File: src/rtl/pifo_calendar_array_v0_3_pkg.sv
// Shared definitions for the PIFO calendar array: default geometry, cell
// operation codes, and the rank extract / compare helpers.
package pifo_pkg;

  localparam int ELEMENT_WIDTH_DEF       = 32;
  localparam int RANK_WIDTH_DEF          = 19;
  localparam int RANK_START_POS_DEF      = 12;
  localparam int PIFO_INFO_VALID_POS_DEF = 31;
  localparam int EXT_W                   = 64;

  typedef enum logic [2:0] {
    OP_HOLD   = 3'd0,
    OP_INS    = 3'd1,
    OP_POP    = 3'd2,
    OP_INSPOP = 3'd3,
    OP_CPU    = 3'd4
  } cell_op_e;

  function automatic logic [EXT_W-1:0] rank_extract(input logic [EXT_W-1:0] elem,
                                                    input int unsigned start,
                                                    input int unsigned width);
    logic [EXT_W-1:0] mask;
    mask = (width >= EXT_W) ? {EXT_W{1'b1}} : ((64'd1 << width) - 64'd1);
    return (elem >> start) & mask;
  endfunction

  function automatic logic rank_greater(input logic [EXT_W-1:0] a,
                                        input logic [EXT_W-1:0] b);
    return a > b;
  endfunction

endpackage

File: src/rtl/pifo_calendar_array_v0_3_cell.sv
// One PIFO slot: holds an element, reports whether it sits at/after the
// insert position, and selects its next value from its neighbours.
module pifo_calendar_cell
  import pifo_pkg::*;
#(
  parameter int ELEMENT_WIDTH       = ELEMENT_WIDTH_DEF,
  parameter int RANK_WIDTH          = RANK_WIDTH_DEF,
  parameter int RANK_START_POS      = RANK_START_POS_DEF,
  parameter int PIFO_INFO_VALID_POS = PIFO_INFO_VALID_POS_DEF,
  parameter bit IS_HEAD             = 1'b0
) (
  input  logic                     clk,
  input  logic                     rst,
  input  cell_op_e                 op_i,
  input  logic [ELEMENT_WIDTH-1:0] ins_data_i,
  input  logic [ELEMENT_WIDTH-1:0] cpu_data_i,
  input  logic [ELEMENT_WIDTH-1:0] prev_data_i,
  input  logic [ELEMENT_WIDTH-1:0] next_data_i,
  input  logic                     prev_after_i,
  input  logic                     next_after_i,
  output logic                     after_o,
  output logic [ELEMENT_WIDTH-1:0] data_o
);

  logic [ELEMENT_WIDTH-1:0] data_q, data_d;

  // Empty slots and strictly larger ranks lie at or beyond the insert point,
  // so equal ranks stay ahead of the newcomer.
  always_comb begin
    after_o = ~data_q[PIFO_INFO_VALID_POS] |
              rank_greater(rank_extract(EXT_W'(data_q), RANK_START_POS, RANK_WIDTH),
                           rank_extract(EXT_W'(ins_data_i), RANK_START_POS, RANK_WIDTH));
  end

  always_comb begin
    data_d = data_q;
    case (op_i)
      OP_INS:    data_d = after_o ? (prev_after_i ? prev_data_i : ins_data_i) : data_q;
      OP_POP:    data_d = next_data_i;
      // Position is judged against the survivors: slot i+1 moves in unless
      // it is already past the insert point.
      OP_INSPOP: begin
        if (!next_after_i) begin
          data_d = next_data_i;
        end else if (IS_HEAD || !after_o) begin
          data_d = ins_data_i;
        end else begin
          data_d = data_q;
        end
      end
      OP_CPU:    data_d = cpu_data_i;
      default:   data_d = data_q;
    endcase
  end

  always_ff @(posedge clk or posedge rst) begin
    if (rst) begin
      data_q <= '0;
    end else begin
      data_q <= data_d;
    end
  end

  assign data_o = data_q;

endmodule

File: src/rtl/pifo_calendar_array_v0_3.sv
// Register-based PIFO ordered by rank, single-cycle insert/pop.
// Optional CPU slot-write port enabled by defining PIFO_CPU_WRITE_EN.
module pifo_calendar_array_v0_3
  import pifo_pkg::*;
#(
  parameter int ELEMENT_WIDTH       = ELEMENT_WIDTH_DEF,
  parameter int RANK_WIDTH          = RANK_WIDTH_DEF,
  parameter int RANK_START_POS      = RANK_START_POS_DEF,
  parameter int PIFO_INFO_VALID_POS = PIFO_INFO_VALID_POS_DEF,
  parameter int DEPTH               = 16,
  localparam int CW = $clog2(DEPTH + 1),
  localparam int AW = $clog2(DEPTH)
) (
  input  logic                     clk,
  input  logic                     rst,
  input  logic                     in_insert_valid,
  input  logic [ELEMENT_WIDTH-1:0] in_insert_data,
  output logic                     out_insert_ready,
  input  logic                     in_pop,
  output logic                     out_pop_valid,
  output logic [ELEMENT_WIDTH-1:0] out_pop_data,
  output logic [CW-1:0]            out_count,
  output logic                     out_full,
  output logic                     out_empty,
`ifdef PIFO_CPU_WRITE_EN
  input  logic                     in_cpu_wr,
  input  logic [AW-1:0]            in_cpu_addr,
  input  logic [ELEMENT_WIDTH-1:0] in_cpu_data,
  output logic                     out_cpu_ack,
`endif
  output logic                     out_pop_err
);

  logic [ELEMENT_WIDTH-1:0] slot_s  [DEPTH];
  logic                     after_s [DEPTH];
  cell_op_e                 cell_op_s [DEPTH];
  cell_op_e                 op_s;
  logic                     ins_acc_s, ins_eff_s, pop_acc_s;
  logic                     pop_err_q;
  logic [CW-1:0]            count_s;

  always_comb begin
    count_s = '0;
    for (int i = 0; i < DEPTH; i++) begin
      count_s = count_s + CW'(slot_s[i][PIFO_INFO_VALID_POS]);
    end
  end

  assign out_count        = count_s;
  assign out_empty        = (count_s == '0);
  assign out_full         = (count_s == CW'(DEPTH));
  assign out_pop_valid    = slot_s[0][PIFO_INFO_VALID_POS];
  assign out_pop_data     = slot_s[0];
  assign out_insert_ready = ~out_full | (in_pop & out_pop_valid);
  assign out_pop_err      = pop_err_q;

  // A valid-bit-0 element is still accepted (ins_acc_s) but leaves no trace.
  assign ins_acc_s = in_insert_valid & out_insert_ready;
  assign ins_eff_s = ins_acc_s & in_insert_data[PIFO_INFO_VALID_POS];
  assign pop_acc_s = in_pop & out_pop_valid;

  always_comb begin
    op_s = OP_HOLD;
    case ({ins_eff_s, pop_acc_s})
      2'b10:   op_s = OP_INS;
      2'b01:   op_s = OP_POP;
      2'b11:   op_s = OP_INSPOP;
      default: op_s = OP_HOLD;
    endcase
  end

`ifdef PIFO_CPU_WRITE_EN
  logic cpu_ack_q, cpu_go_s, cpu_wr_s;

  // The ack cycle itself is blocked so a still-held request does not re-fire.
  assign cpu_go_s    = in_cpu_wr & ~cpu_ack_q & ~ins_acc_s & ~pop_acc_s;
  assign cpu_wr_s    = cpu_go_s & (32'(in_cpu_addr) < DEPTH);
  assign out_cpu_ack = cpu_ack_q;

  always_ff @(posedge clk or posedge rst) begin
    if (rst) begin
      cpu_ack_q <= 1'b0;
    end else begin
      cpu_ack_q <= cpu_go_s;
    end
  end

  always_comb begin
    for (int i = 0; i < DEPTH; i++) begin
      if (cpu_wr_s && (in_cpu_addr == AW'(i))) begin
        cell_op_s[i] = OP_CPU;
      end else begin
        cell_op_s[i] = op_s;
      end
    end
  end
`else
  always_comb begin
    for (int i = 0; i < DEPTH; i++) begin
      cell_op_s[i] = op_s;
    end
  end
`endif

  always_ff @(posedge clk or posedge rst) begin
    if (rst) begin
      pop_err_q <= 1'b0;
    end else begin
      pop_err_q <= in_pop & ~out_pop_valid;
    end
  end

  for (genvar g = 0; g < DEPTH; g++) begin : g_cell
    logic                     prev_after_s, next_after_s;
    logic [ELEMENT_WIDTH-1:0] prev_data_s, next_data_s, cpu_data_s;

    if (g == 0) begin : g_head
      assign prev_after_s = 1'b0;
      assign prev_data_s  = '0;
    end else begin : g_body
      assign prev_after_s = after_s[g-1];
      assign prev_data_s  = slot_s[g-1];
    end

    if (g == DEPTH - 1) begin : g_tail
      assign next_after_s = 1'b1;
      assign next_data_s  = '0;
    end else begin : g_inner
      assign next_after_s = after_s[g+1];
      assign next_data_s  = slot_s[g+1];
    end

`ifdef PIFO_CPU_WRITE_EN
    assign cpu_data_s = in_cpu_data;
`else
    assign cpu_data_s = '0;
`endif

    pifo_calendar_cell #(
      .ELEMENT_WIDTH      (ELEMENT_WIDTH),
      .RANK_WIDTH         (RANK_WIDTH),
      .RANK_START_POS     (RANK_START_POS),
      .PIFO_INFO_VALID_POS(PIFO_INFO_VALID_POS),
      .IS_HEAD            (g == 0)
    ) u_cell (
      .clk         (clk),
      .rst         (rst),
      .op_i        (cell_op_s[g]),
      .ins_data_i  (in_insert_data),
      .cpu_data_i  (cpu_data_s),
      .prev_data_i (prev_data_s),
      .next_data_i (next_data_s),
      .prev_after_i(prev_after_s),
      .next_after_i(next_after_s),
      .after_o     (after_s[g]),
      .data_o      (slot_s[g])
    );
  end

endmodule

File: config.mk
export PLATFORM = sky130hd
export DESIGN_NAME = pifo_calendar_array_v0_3
export DESIGN_NICKNAME = d
export VERILOG_FILES = /design/src/rtl/pifo_calendar_array_v0_3_pkg.sv /design/src/rtl/pifo_calendar_array_v0_3_cell.sv /design/src/rtl/pifo_calendar_array_v0_3.sv
export SDC_FILE = /design/constraint.sdc
export NUM_CORES = 2
export LEC_CHECK = 0
export CAP_MARGIN = 25
export CORE_MARGIN = 2
export CORE_UTILIZATION = 55
export CTS_BUF_LIST = sky130_fd_sc_hd__clkbuf_16
export DETAILED_ROUTE_END_ITERATION = 8
export PLACE_DENSITY_LB_ADDON = 0.08
export REMOVE_ABC_BUFFERS = 1
export SETUP_SLACK_MARGIN = 0.15
export SLEW_MARGIN = 40
export SYNTH_ARGS = -nofsm -noshare
export SYNTH_HDL_FRONTEND = slang
export SYNTH_SLANG_ARGS = --single-unit
File: constraint.sdc
create_clock -name clk -period 30.5 [get_ports clk]
set_input_delay 4.575 -clock clk [delete_from_list [all_inputs] [get_ports clk]]
set_output_delay 4.575 -clock clk [all_outputs]
set_load 0.005 [all_outputs]
==> impl_results.md <==
* Outcome: completed
* Post-synth EDFFs at 0
* Nets at between 4,000 and 5,000
* PortBufs at 77
* Synth top area share at 0.345
* Sw Share at 0.463
* R2R setup slack at between 20 and 25 ns
* Clock power share at 0.134
* Synth area leaders: dfrtp_1, ha_1, o21ai_0
* Post-Syn Area at ~37,000 um2
* Fin util at 0.601
* Async SR Flop Fraction at 1.00
* Fin crit share at 0.351
* Largest net degree at the start of global routing at around 150
* Pwr Density at 123 nW/um2
* First-pass GRT wire length at 172 mm
* Final hold violations at 0
* Seq/Total Area, Yosys at 0.345
* DRC at 0
* CP Class: in -> out
* CTS resizes at 0
* Vias at 33,050
* Synth-to-Final Area Change at 8.26%
* Initial drt markers at 2,807
* WL per Instance at about 21 um
* Sequential power share at 0.268
* Avg Synthesized Cell Area at 8.73 um2
* Net Sw Power at 2290 uW
* Max cap viols at 0
* Final wirelength at 105 mm
* Yosys warns at 0
* Post-CTS setup buffers at 0
* RSZ-0062 raised after global routing: no
* Internal power at 2660 uW
* Startpoint Class: primary input
* Yosys cell types at slightly below 90
* Die Wd at 264 um
* Total Routing Usage GR at 0.298
* Worst vdd ir at 0.205 mV
* Cell count after synthesis at about 4,300
* Worst-path clk slew at 0.05 ns
* Gate power share at 0.599
* FP Rows at 95
* Synth Register Bits at 513
* Antenna violations before repair at 1
* Crit-path max FO at 27
* Yosys top cell by area: dfrtp_1
* Hold Crit Class: reg -> reg
* Data arrival, critical path at 6.12 ns
* Chip height at approximately 260 um
* Setup TNS at 0 ns
* Drt pass-1 iters at 6
* CTS tree: done
* Worst skew pair latency at 0.65 ns
* Max-slew violation count at 0
* Top_reg_cell synth: dfrtp_1
* Commonest cells in the synthesized netlist: o21ai_0, dfrtp_1, nor2_1, ha_1, nand2_1
* H-tree lvl count at 2
* CTS sink cnt at 513
* Initial Util at 0.555
* Clock Path Buffers at 3
* Post-route ant nets at 0
* Die footprint at 69,800 um2
* Total grt overflow at 0
* Worst slew margin at 0.410
* Routability Congestion at 0.870
* Core region area at 67,200 um2
* Worst EP required at 25.93 ns
* FMAX at 0.0935 GHz
* CTS Buf Count at 60
* Vias in the first global route at around 32,000
* CP Capture Type: output port
* Hold Buf Count CTS at 0
* Top-count cell post-synth: o21ai_0
* Final Setup Violations at 0
* Fraction of layout cells with a size suffix above 1 at 0.0854
* Vias per cell at between 6 and 7
* Lkg Pwr at 0.0170 uW
* Antenna cells at 0
* Fin Clk Skew at 0.0222 ns
* Root buf cell: clkbuf_16
* # IOs at 78
* Worst slew pin tran at 0.882 ns
* Tmin final at 10.69 ns
* DP HPWL at 73.7 mm
[area by class of cell]
| type | instances | area, um2 |
|---|---|---|
| Fill cell | 6033 | 26800 |
| Multi-Input combinational cell | 3318 | 22900 |
| Sequential cell | 513 | 12800 |
| Timing Repair Buffer | 165 | 1530 |
| Clock buffer | 60 | 1500 |
| Tap cell | 873 | 1090 |
| Inverter | 65 | 256 |
| Clock inverter | 49 | 235 |
[stage by stage]
stage	instance area (um2)	worst slack, ns	std cells	total power, uW	hold slack [ns]
2_1_floorplan	35700	11.60	3896	3400	0.474
3_3_place_gp	38400	19.81	4928	4170	0.494
3_5_place_dp	38600	19.80	4933	4260	0.494
4_1_cts	40300	19.80	5042	4940	0.510
5_1_grt	40300	19.73	5043	5380	0.524
6_report	40300	19.81	5043	4960	0.507
[placed cells by master (no fill, tap or decap), types with 11 or more instances in the layout]
cell type | synthesis | routed
o21ai_0 | 599 | 597
dfrtp_1 | 513 | 513
nor2_1 | 399 | 392
ha_1 | 309 | 309
nand2_1 | 295 | 292
a21oi_1 | 251 | 249
o22ai_1 | 249 | 248
mux2i_1 | 236 | 236
inv_1 | 64 | 83
a21o_1 | 80 | 79
mux2_2 | 78 | 78
clkdlybuf4s50_1 | 0 | 77
buf_4 | 5 | 75
a211oi_1 | 60 | 60
clkbuf_16 | 0 | 60
a221oi_1 | 54 | 54
nor3_1 | 52 | 52
nand4_1 | 51 | 51
nand3_1 | 51 | 51
o2bb2ai_1 | 49 | 49
o211ai_1 | 46 | 46
o21ai_1 | 40 | 36
o21bai_1 | 34 | 34
a221o_1 | 33 | 33
nor2_2 | 29 | 29
mux2_4 | 28 | 28
a311oi_1 | 23 | 23
clkinv_1 | 1 | 19
and3_1 | 19 | 18
and4_1 | 16 | 16
and2_1 | 18 | 15
or3_1 | 15 | 15
o31ai_1 | 15 | 15
nand3b_1 | 14 | 14
a2111oi_1 | 12 | 14
a22o_1 | 11 | 11
[power by group through the flow]
stage	sequential (uW)	clock, uW	combinational (uW)
detailed placement	1330	0	2930
CTS	1320	676	2940
floorplan	1240	0	2160
finish	1330	663	2970
global route	1370	702	3300
global placement	1330	0	2850
[metal layers]
layer,share of wire,global-route usage,vias to the layer above
met5,0,0,-
met4,0.024,0.0805,0
met3,0.039,0.0271,161
met2,0.48,0.494,721
met1,0.46,0.419,16416
li1,-,-,15752
[sequential cells by signal (all words and copies together), names as in the netlist]
register,cells
out_pop_err,1
g_cell.u_cell.data_o,512
[worst max-delay path, stage by stage]
cell             delay (ns)
clkdlybuf4s50_1        0.60
nand2_4                0.27
nand2_1                0.14
clkdlybuf4s50_1        0.51
[worst paths after layout]
path                                                         startpoint  cells past startpoint                                        to
worst min-delay path            g_cell[15].u_cell.data_o[5]$_DFFE_PP0P_                      1   g_cell[15].u_cell.data_o[5]$_DFFE_PP0P_
min in group asynchronous                                           rst                      2    g_cell[0].u_cell.data_o[6]$_DFFE_PP0P_
worst max-delay path                                             in_pop                      4                          out_insert_ready
max in group asynchronous                                           rst                      6  g_cell[15].u_cell.data_o[29]$_DFFE_PP0P_
worst min register to register  g_cell[15].u_cell.data_o[5]$_DFFE_PP0P_                      1   g_cell[15].u_cell.data_o[5]$_DFFE_PP0P_
worst max register to register  g_cell[0].u_cell.data_o[31]$_DFFE_PP0P_                     17    g_cell[0].u_cell.data_o[3]$_DFFE_PP0P_
[logic make-up after synthesis]
logic type / Yosys count / synth area share
buffers and inverters: 438 / 0.0477
XOR/XNOR: 3 / 0.000705
flip-flops: 513 / 0.345
AND/OR/NAND/NOR: 1001 / 0.121
AO/OA/AOI/OAI: 1643 / 0.276
multiplexers: 352 / 0.101
adder cells (fa/ha/maj): 319 / 0.109
(Power assumes the default switching activity.)
